<file path="src/rtl/mm_pkg.sv">
// rtl/mm_pkg.sv - shared types and constants for the multimeter sampling path
package mm_pkg;

    typedef enum logic [1:0] {
        IDLE      = 2'd0,
        WAIT_TICK = 2'd1,
        CONVERT   = 2'd2,
        DRAIN     = 2'd3
    } adc_ctrl_state_t;

    localparam int FLG_DROP    = 0;
    localparam int FLG_MISS    = 1;
    localparam int FLG_TIMEOUT = 2;
    localparam int FLG_W       = 3;

endpackage

</file>
<file path="src/rtl/mm_tick_gen.sv">
// rtl/mm_tick_gen.sv - periodic one-cycle tick from a reloading down-counter
module mm_tick_gen #(
    parameter int PERIOD = 10
) (
    input  logic clk,
    input  logic rst_n,
    input  logic en_i,
    output logic tick_o
);

    localparam int CW = (PERIOD > 2) ? $clog2(PERIOD) : 1;
    localparam logic [CW-1:0] LOAD = CW'(PERIOD - 1);

    logic [CW-1:0] r_cnt;

    // Count down while enabled; reload at zero and whenever disabled.
    always_ff @(posedge clk or negedge rst_n) begin
        if (!rst_n) begin
            r_cnt <= LOAD;
        end else if (!en_i || (r_cnt == '0)) begin
            r_cnt <= LOAD;
        end else begin
            r_cnt <= r_cnt - 1'b1;
        end
    end

    // Not gated by en_i: the counter can only be zero after an enabled cycle,
    // and leaving en_i out keeps callers free to derive en_i from tick_o.
    assign tick_o = (r_cnt == '0);

endmodule

</file>
<file path="src/rtl/adc_sample_ctrl.sv">
// rtl/adc_sample_ctrl.sv - periodic SPI ADC conversion scheduler with single-entry output register
module adc_sample_ctrl
    import mm_pkg::*;
#(
    parameter int CLK_HZ      = 100_000_000,
    parameter int SAMPLE_HZ   = 10_000,
    parameter int TIMEOUT_CYC = 4096,
    parameter int DATA_W      = 12
) (
    input  logic              clk,
    input  logic              rst_n,
    input  logic              run_i,
    input  logic              ch_sel_i,
    input  logic              clr_i,
    output logic              adc_en_o,
    input  logic              adc_update_i,
    input  logic [DATA_W-1:0] adc_data0_i,
    input  logic [DATA_W-1:0] adc_data1_i,
    output logic [DATA_W-1:0] sample_o,
    output logic              sample_valid_o,
    input  logic              sample_ready_i,
    output logic              busy_o,
    output logic [FLG_W-1:0]  flags_o,
    output logic [15:0]       sample_cnt_o
);

    localparam int PERIOD = CLK_HZ / SAMPLE_HZ;
    localparam int TW     = (TIMEOUT_CYC > 2) ? $clog2(TIMEOUT_CYC) : 1;
    localparam logic [TW-1:0] TMO_LAST = TW'(TIMEOUT_CYC - 1);

    adc_ctrl_state_t    r_state;
    adc_ctrl_state_t    w_state_nxt;
    logic               w_tick;
    logic               w_tick_en;
    logic               w_start;
    logic               w_update;
    logic               w_timeout;
    logic               w_miss;
    logic               w_load;
    logic               w_drop;
    logic [FLG_W-1:0]   w_flag_set;
    logic [TW-1:0]      r_tmo_cnt;
    logic               r_ch_sel;
    logic               r_adc_en;
    logic               r_busy;
    logic [DATA_W-1:0]  r_sample;
    logic               r_valid;
    logic [FLG_W-1:0]   r_flags;
    logic [15:0]        r_sample_cnt;

    // The tick counter runs in every state except IDLE, so leaving IDLE
    // starts a fresh PERIOD and dropping back to IDLE reloads it.
    assign w_tick_en = (w_state_nxt != IDLE);

    mm_tick_gen #(
        .PERIOD (PERIOD)
    ) u_tick (
        .clk    (clk),
        .rst_n  (rst_n),
        .en_i   (w_tick_en),
        .tick_o (w_tick)
    );

    // State register.
    always_ff @(posedge clk or negedge rst_n) begin
        if (!rst_n) begin
            r_state <= IDLE;
        end else begin
            r_state <= w_state_nxt;
        end
    end

    // Next-state and per-cycle events; a completed update beats a same-cycle timeout.
    always_comb begin
        w_state_nxt = r_state;
        w_start     = 1'b0;
        w_update    = 1'b0;
        w_timeout   = 1'b0;
        w_miss      = 1'b0;
        case (r_state)
            IDLE: begin
                if (run_i) begin
                    w_state_nxt = WAIT_TICK;
                end
            end
            WAIT_TICK: begin
                if (!run_i) begin
                    w_state_nxt = IDLE;
                end else if (w_tick) begin
                    w_start     = 1'b1;
                    w_state_nxt = CONVERT;
                end
            end
            CONVERT: begin
                w_miss = w_tick;
                if (adc_update_i) begin
                    w_update    = 1'b1;
                    w_state_nxt = run_i ? WAIT_TICK : IDLE;
                end else if (r_tmo_cnt == TMO_LAST) begin
                    w_timeout   = 1'b1;
                    w_state_nxt = run_i ? WAIT_TICK : IDLE;
                end
            end
            default: begin
                w_state_nxt = IDLE;
            end
        endcase
    end

    // A finished conversion is loaded if the register is free or being emptied this cycle.
    assign w_load = w_update && (!r_valid || sample_ready_i);
    assign w_drop = w_update && !w_load;

    // Gather the flag events into their bit positions.
    always_comb begin
        w_flag_set              = '0;
        w_flag_set[FLG_DROP]    = w_drop;
        w_flag_set[FLG_MISS]    = w_miss;
        w_flag_set[FLG_TIMEOUT] = w_timeout;
    end

    // Conversion start pulse, channel latch, timeout counter and busy indication.
    always_ff @(posedge clk or negedge rst_n) begin
        if (!rst_n) begin
            r_adc_en  <= 1'b0;
            r_ch_sel  <= 1'b0;
            r_tmo_cnt <= '0;
            r_busy    <= 1'b0;
        end else begin
            r_adc_en <= w_start;
            r_busy   <= (w_state_nxt == CONVERT);
            if (w_start) begin
                r_ch_sel  <= ch_sel_i;
                r_tmo_cnt <= '0;
            end else if (r_state == CONVERT) begin
                r_tmo_cnt <= r_tmo_cnt + 1'b1;
            end
        end
    end

    // Single-entry output register with valid/ready handshake.
    always_ff @(posedge clk or negedge rst_n) begin
        if (!rst_n) begin
            r_sample <= '0;
            r_valid  <= 1'b0;
        end else if (w_load) begin
            r_sample <= r_ch_sel ? adc_data1_i : adc_data0_i;
            r_valid  <= 1'b1;
        end else if (r_valid && sample_ready_i) begin
            r_valid  <= 1'b0;
        end
    end

    // Sticky flags and load counter; a same-cycle event wins over clr_i.
    always_ff @(posedge clk or negedge rst_n) begin
        if (!rst_n) begin
            r_flags      <= '0;
            r_sample_cnt <= '0;
        end else if (clr_i) begin
            r_flags      <= w_flag_set;
            r_sample_cnt <= w_load ? 16'd1 : 16'd0;
        end else begin
            r_flags      <= r_flags | w_flag_set;
            r_sample_cnt <= r_sample_cnt + {15'd0, w_load};
        end
    end

    assign adc_en_o       = r_adc_en;
    assign busy_o         = r_busy;
    assign sample_o       = r_sample;
    assign sample_valid_o = r_valid;
    assign flags_o        = r_flags;
    assign sample_cnt_o   = r_sample_cnt;

endmodule

</file>
<file path="config.mk">
export PLATFORM = sky130hd
export DESIGN_NAME = adc_sample_ctrl
export DESIGN_NICKNAME = d
export VERILOG_FILES = /design/src/rtl/mm_pkg.sv /design/src/rtl/mm_tick_gen.sv /design/src/rtl/adc_sample_ctrl.sv
export SDC_FILE = /design/constraint.sdc
export NUM_CORES = 1
export LEC_CHECK = 0
export ABC_AREA = 1
export CORE_ASPECT_RATIO = 0.6
export CORE_UTILIZATION = 47
export CTS_CLUSTER_SIZE = 25
export DETAILED_ROUTE_END_ITERATION = 7
export HOLD_SLACK_MARGIN = 0.15
export PLACE_DENSITY = 0.77
export SLEW_MARGIN = 15
export SYNTH_ARGS = -nofsm -noshare
export SYNTH_HDL_FRONTEND = slang
export SYNTH_HIERARCHICAL = 1
export SYNTH_SLANG_ARGS = --single-unit
</file>
<file path="constraint.sdc">
create_clock -name clk -period 2.1 [get_ports clk]
set_input_delay 0.525 -clock clk [delete_from_list [all_inputs] [get_ports clk]]
set_output_delay 0.525 -clock clk [all_outputs]
set_load 0.01 [all_outputs]
</file>
==> key figures <==
Run status
  – Status: finished, final reports clean

Critical path
  – Startpoint types: flop
  – CP max-delay cell: dfrtp_1
  – CP arrival: 2.20 ns
  – Worst Setup End Kind: flop
  – Crit path max fanout: 8
  – CP peak stage delay: 0.41 ns
  – CP Cell Sequence: nor2_1 > nand2_2 > nor2_8 > nand2_2 > nor2_2 > nand2_1 > nor2_2 > inv_1 > nand2_1 > inv_1 > nand2_1 > inv_1 > a21oi_4 > buf_12 > nand3_1
  – Worst EP required: 2.36 ns
  – Critical path class: reg2reg

Timing
  – Period utilization: 0.923
  – Final Hold Vio Count: 0
  – Unrepaired setup endpoints after global routing: false
  – Slew @ Worst Pin: 0.610 ns
  – Max-slew violations: 0
  – Fin Clk Skew: 0.00352 ns
  – Maximum clock frequency: 0.516 GHz
  – Final Critical Period: 1.94 ns
  – Slew Limit Headroom: 0.593
  – Endpoints failing setup: 0

Synthesis
  – Cells after Synth: 425
  – Netlist cell types: 32
  – Syn avg cell area: 7.76 um^2
  – Yosys top cell area share: 0.417
  – Synth Register Bits: 63
  – Mapped Nets: 460
  – Warnings from Yosys: 6
  – Seq/Total Area, Yosys: 0.481
  – Synth Cell Area: 0.00330 mm^2
  – Post-synth top area cell: dfrtp_1
  – Synth area leaders: dfrtp_1, nand2_1, inv_1

GRT
  – Vias in the first global route: 2758
  – Pin count of the biggest net entering global routing: 64
  – GR Util All Layers: 0.234
  – Grt ovf: 0
  – Initial antenna violation count: 0
  – Global-route wire length before repair: 12600 um

Layout
  – Layout cell share with drive strength beyond 1: 0.157
  – Non-filler cells, final: 603
  – Core Util, Final: 0.664
  – Nets@finish: 546
  – N_diodes: 0
  – Final instance area: 0.00447 mm^2
  – Layout area overhead: 35.6%
  – Filler Cell Count: 561

Routing
  – Routed Antenna Nets: 0
  – DR iter-0 viols: 124
  – Wire length per cell: 12.4 um
  – Initial DRT Pass Iterations: 5
  – Vias per inst: 4.85
  – DR vias: 2923
  – Final WL: 7490 um
  – DR DRC count: 0

Placed design
  – IO Port Bufs: 64
  – Placed instance count: 586
  – Final Wtd Congestion: 0.909
  – HPWL after DPL: 5480 um
  – Post-Place Cell Area: 0.00415 mm^2

Pwr
  – P_leak: 2.09 nW
  – Peak supply drop: 0.490 mV
  – PD cells: 605 mW/mm^2

Clocking
  – Hold buffers post-CTS: 0
  – CTS Buffer Depth: 2
  – H-tree depth: 3
  – CTS Sinks: 63
  – Clk_lat worst skew: 0.33 ns
  – TritonCTS clock tree: yes
  – Root buf cell: clkbuf_16
  – Worst-path clk slew: 0.05 ns
  – Cts bufs inserted: 9

Floorplanning
  – # rows: 23
  – Total die area: 0.00736 mm^2
  – Initial Util: 0.490
  – Core box area: 0.00673 mm^2
  – Die height: 66.9 um
  – Die X: 110 um
  – Io pins: 65

Worst hold path
  – Worst hold path class: in2async

Job
  – Max-cap violation count: 0
what timing repair did:
action / CTS / global route
buffers inserted: 0 / 1
resized for setup: 1 / 12
endpoints found under the setup margin: 1 / 19
pin swaps: 0 / 2
kinds of logic (layout without fill, tap and decap cells):
group	Yosys count	in the layout	synth area share
buffers and inverters	70	161	0.0862
AND/OR/NAND/NOR	223	223	0.296
XOR/XNOR	5	5	0.0133
AO/OA/AOI/OAI	60	60	0.109
adder cells (fa/ha/maj)	4	4	0.0152
flip-flops	63	63	0.481
critical path, delay by kind of cell (launching register included):
kind	cells	cell delay, ns
AOI/OAI and AO/OA	1	0.13
DFF	1	0.41
and+or+nand+nor	10	1.02
buffers and inverters	4	0.31
state kept, by name, indices dropped and copies added (netlist names):
signal / cells
busy_o: 1
sample_o: 12
adc_en_o: 1
r_ch_sel: 1
u_tick/r_cnt: 14
r_tmo_cnt: 12
r_state: 2
sample_valid_o: 1
flags_o: 3
sample_cnt_o: 16
layout by cell type (no fill, tap or decap), types with 4 or more instances in the layout:
cell             synthesis  routed
inv_1                   61      59
clkbuf_16                0       9
nor3_1                   6       6
xor2_1                   4       4
a21oi_1                 19      19
dfstp_2                  8       8
o21ai_0                 24      24
clkbuf_1                 2       5
buf_4                    1      15
dfrtp_1                 55      55
nand3_1                 21      19
nor2_2                   7      12
nand2_2                  5       4
clkdlybuf4s50_1          0      62
inv_2                    2       4
nor2_1                  55      50
nand2_1                116     116
o21ai_2                 10      10
per-stage QoR:
step	setup slack (ns)	TNS (ns)	hold WS (ns)	power [mW]
after floorplan	0.0395	0	0.229	1.29
after global placement	-0.131	-1.03	0.436	1.39
after detailed placement	-0.212	-1.83	0.449	1.39
after CTS	0.00307	0	0.214	2.73
after global routing	0.0111	0	0.215	2.80
final	0.161	0	0.191	2.71
cells in the mapped netlist, drive strengths merged:
master  instances
nor2           66
clkbuf          2
ha              4
inv            63
nand2         123
xor2            4
nand3b          2
nand4           3
a21oi          20
dfrtp          55
nor3            6
buf             5
or2             1
xnor2           1
o21a            1
o21ai          37
nand3          21
a31oi           1
dfstp           8
and2            1
a22o            1
power breakdown:
group | total (mW) | internal [mW] | switching [mW] | leakage, nW
combinational | 0.146 | 0.0765 | 0.0696 | 1.12
clock | 1.33 | 0.830 | 0.501 | 0.128
sequential | 1.23 | 1.23 | 0.00528 | 0.846
total | 2.71 | 2.13 | 0.576 | 2.09
final cells by class:
cell class	count	area [um^2]	area share
Clock inverter	1	5.00	0.00112
Clock buffer	15	258	0.0576
Sequential cell	63	1590	0.355
Multi-Input combinational cell	292	1470	0.328
Tap cell	87	109	0.0243
Timing Repair Buffer	82	811	0.181
Inverter	63	236	0.0529
worst paths after layout:
kind | startpoint | endpoint | slack [ns] | depth (start not counted)
setup reg to reg | u_tick/r_cnt[6] | u_tick/r_cnt[9] | 0.16 | 15
max in group asynchronous | rst_n | u_tick/r_cnt[0] | 1.58 | 2
hold / removal | rst_n | sample_cnt_o[9] | 0.19 | 2
hold reg to reg | u_tick/r_cnt[0] | u_tick/r_cnt[0] | 0.46 | 1
min in group clk | u_tick/r_cnt[0] | u_tick/r_cnt[0] | 0.46 | 1
setup / recovery | u_tick/r_cnt[6] | u_tick/r_cnt[9] | 0.16 | 15
metal layers:
metal / track usage / up-vias / share of wire
met4: 0.0543 / 0 / 0.0059
met1: 0.309 / 1336 / 0.48
met2: 0.352 / 83 / 0.44
met3: 0.101 / 6 / 0.077
li1: - / 1498 / -
met5: 0 / - / 0
Note: power is estimated with default switching activity, not from simulation.
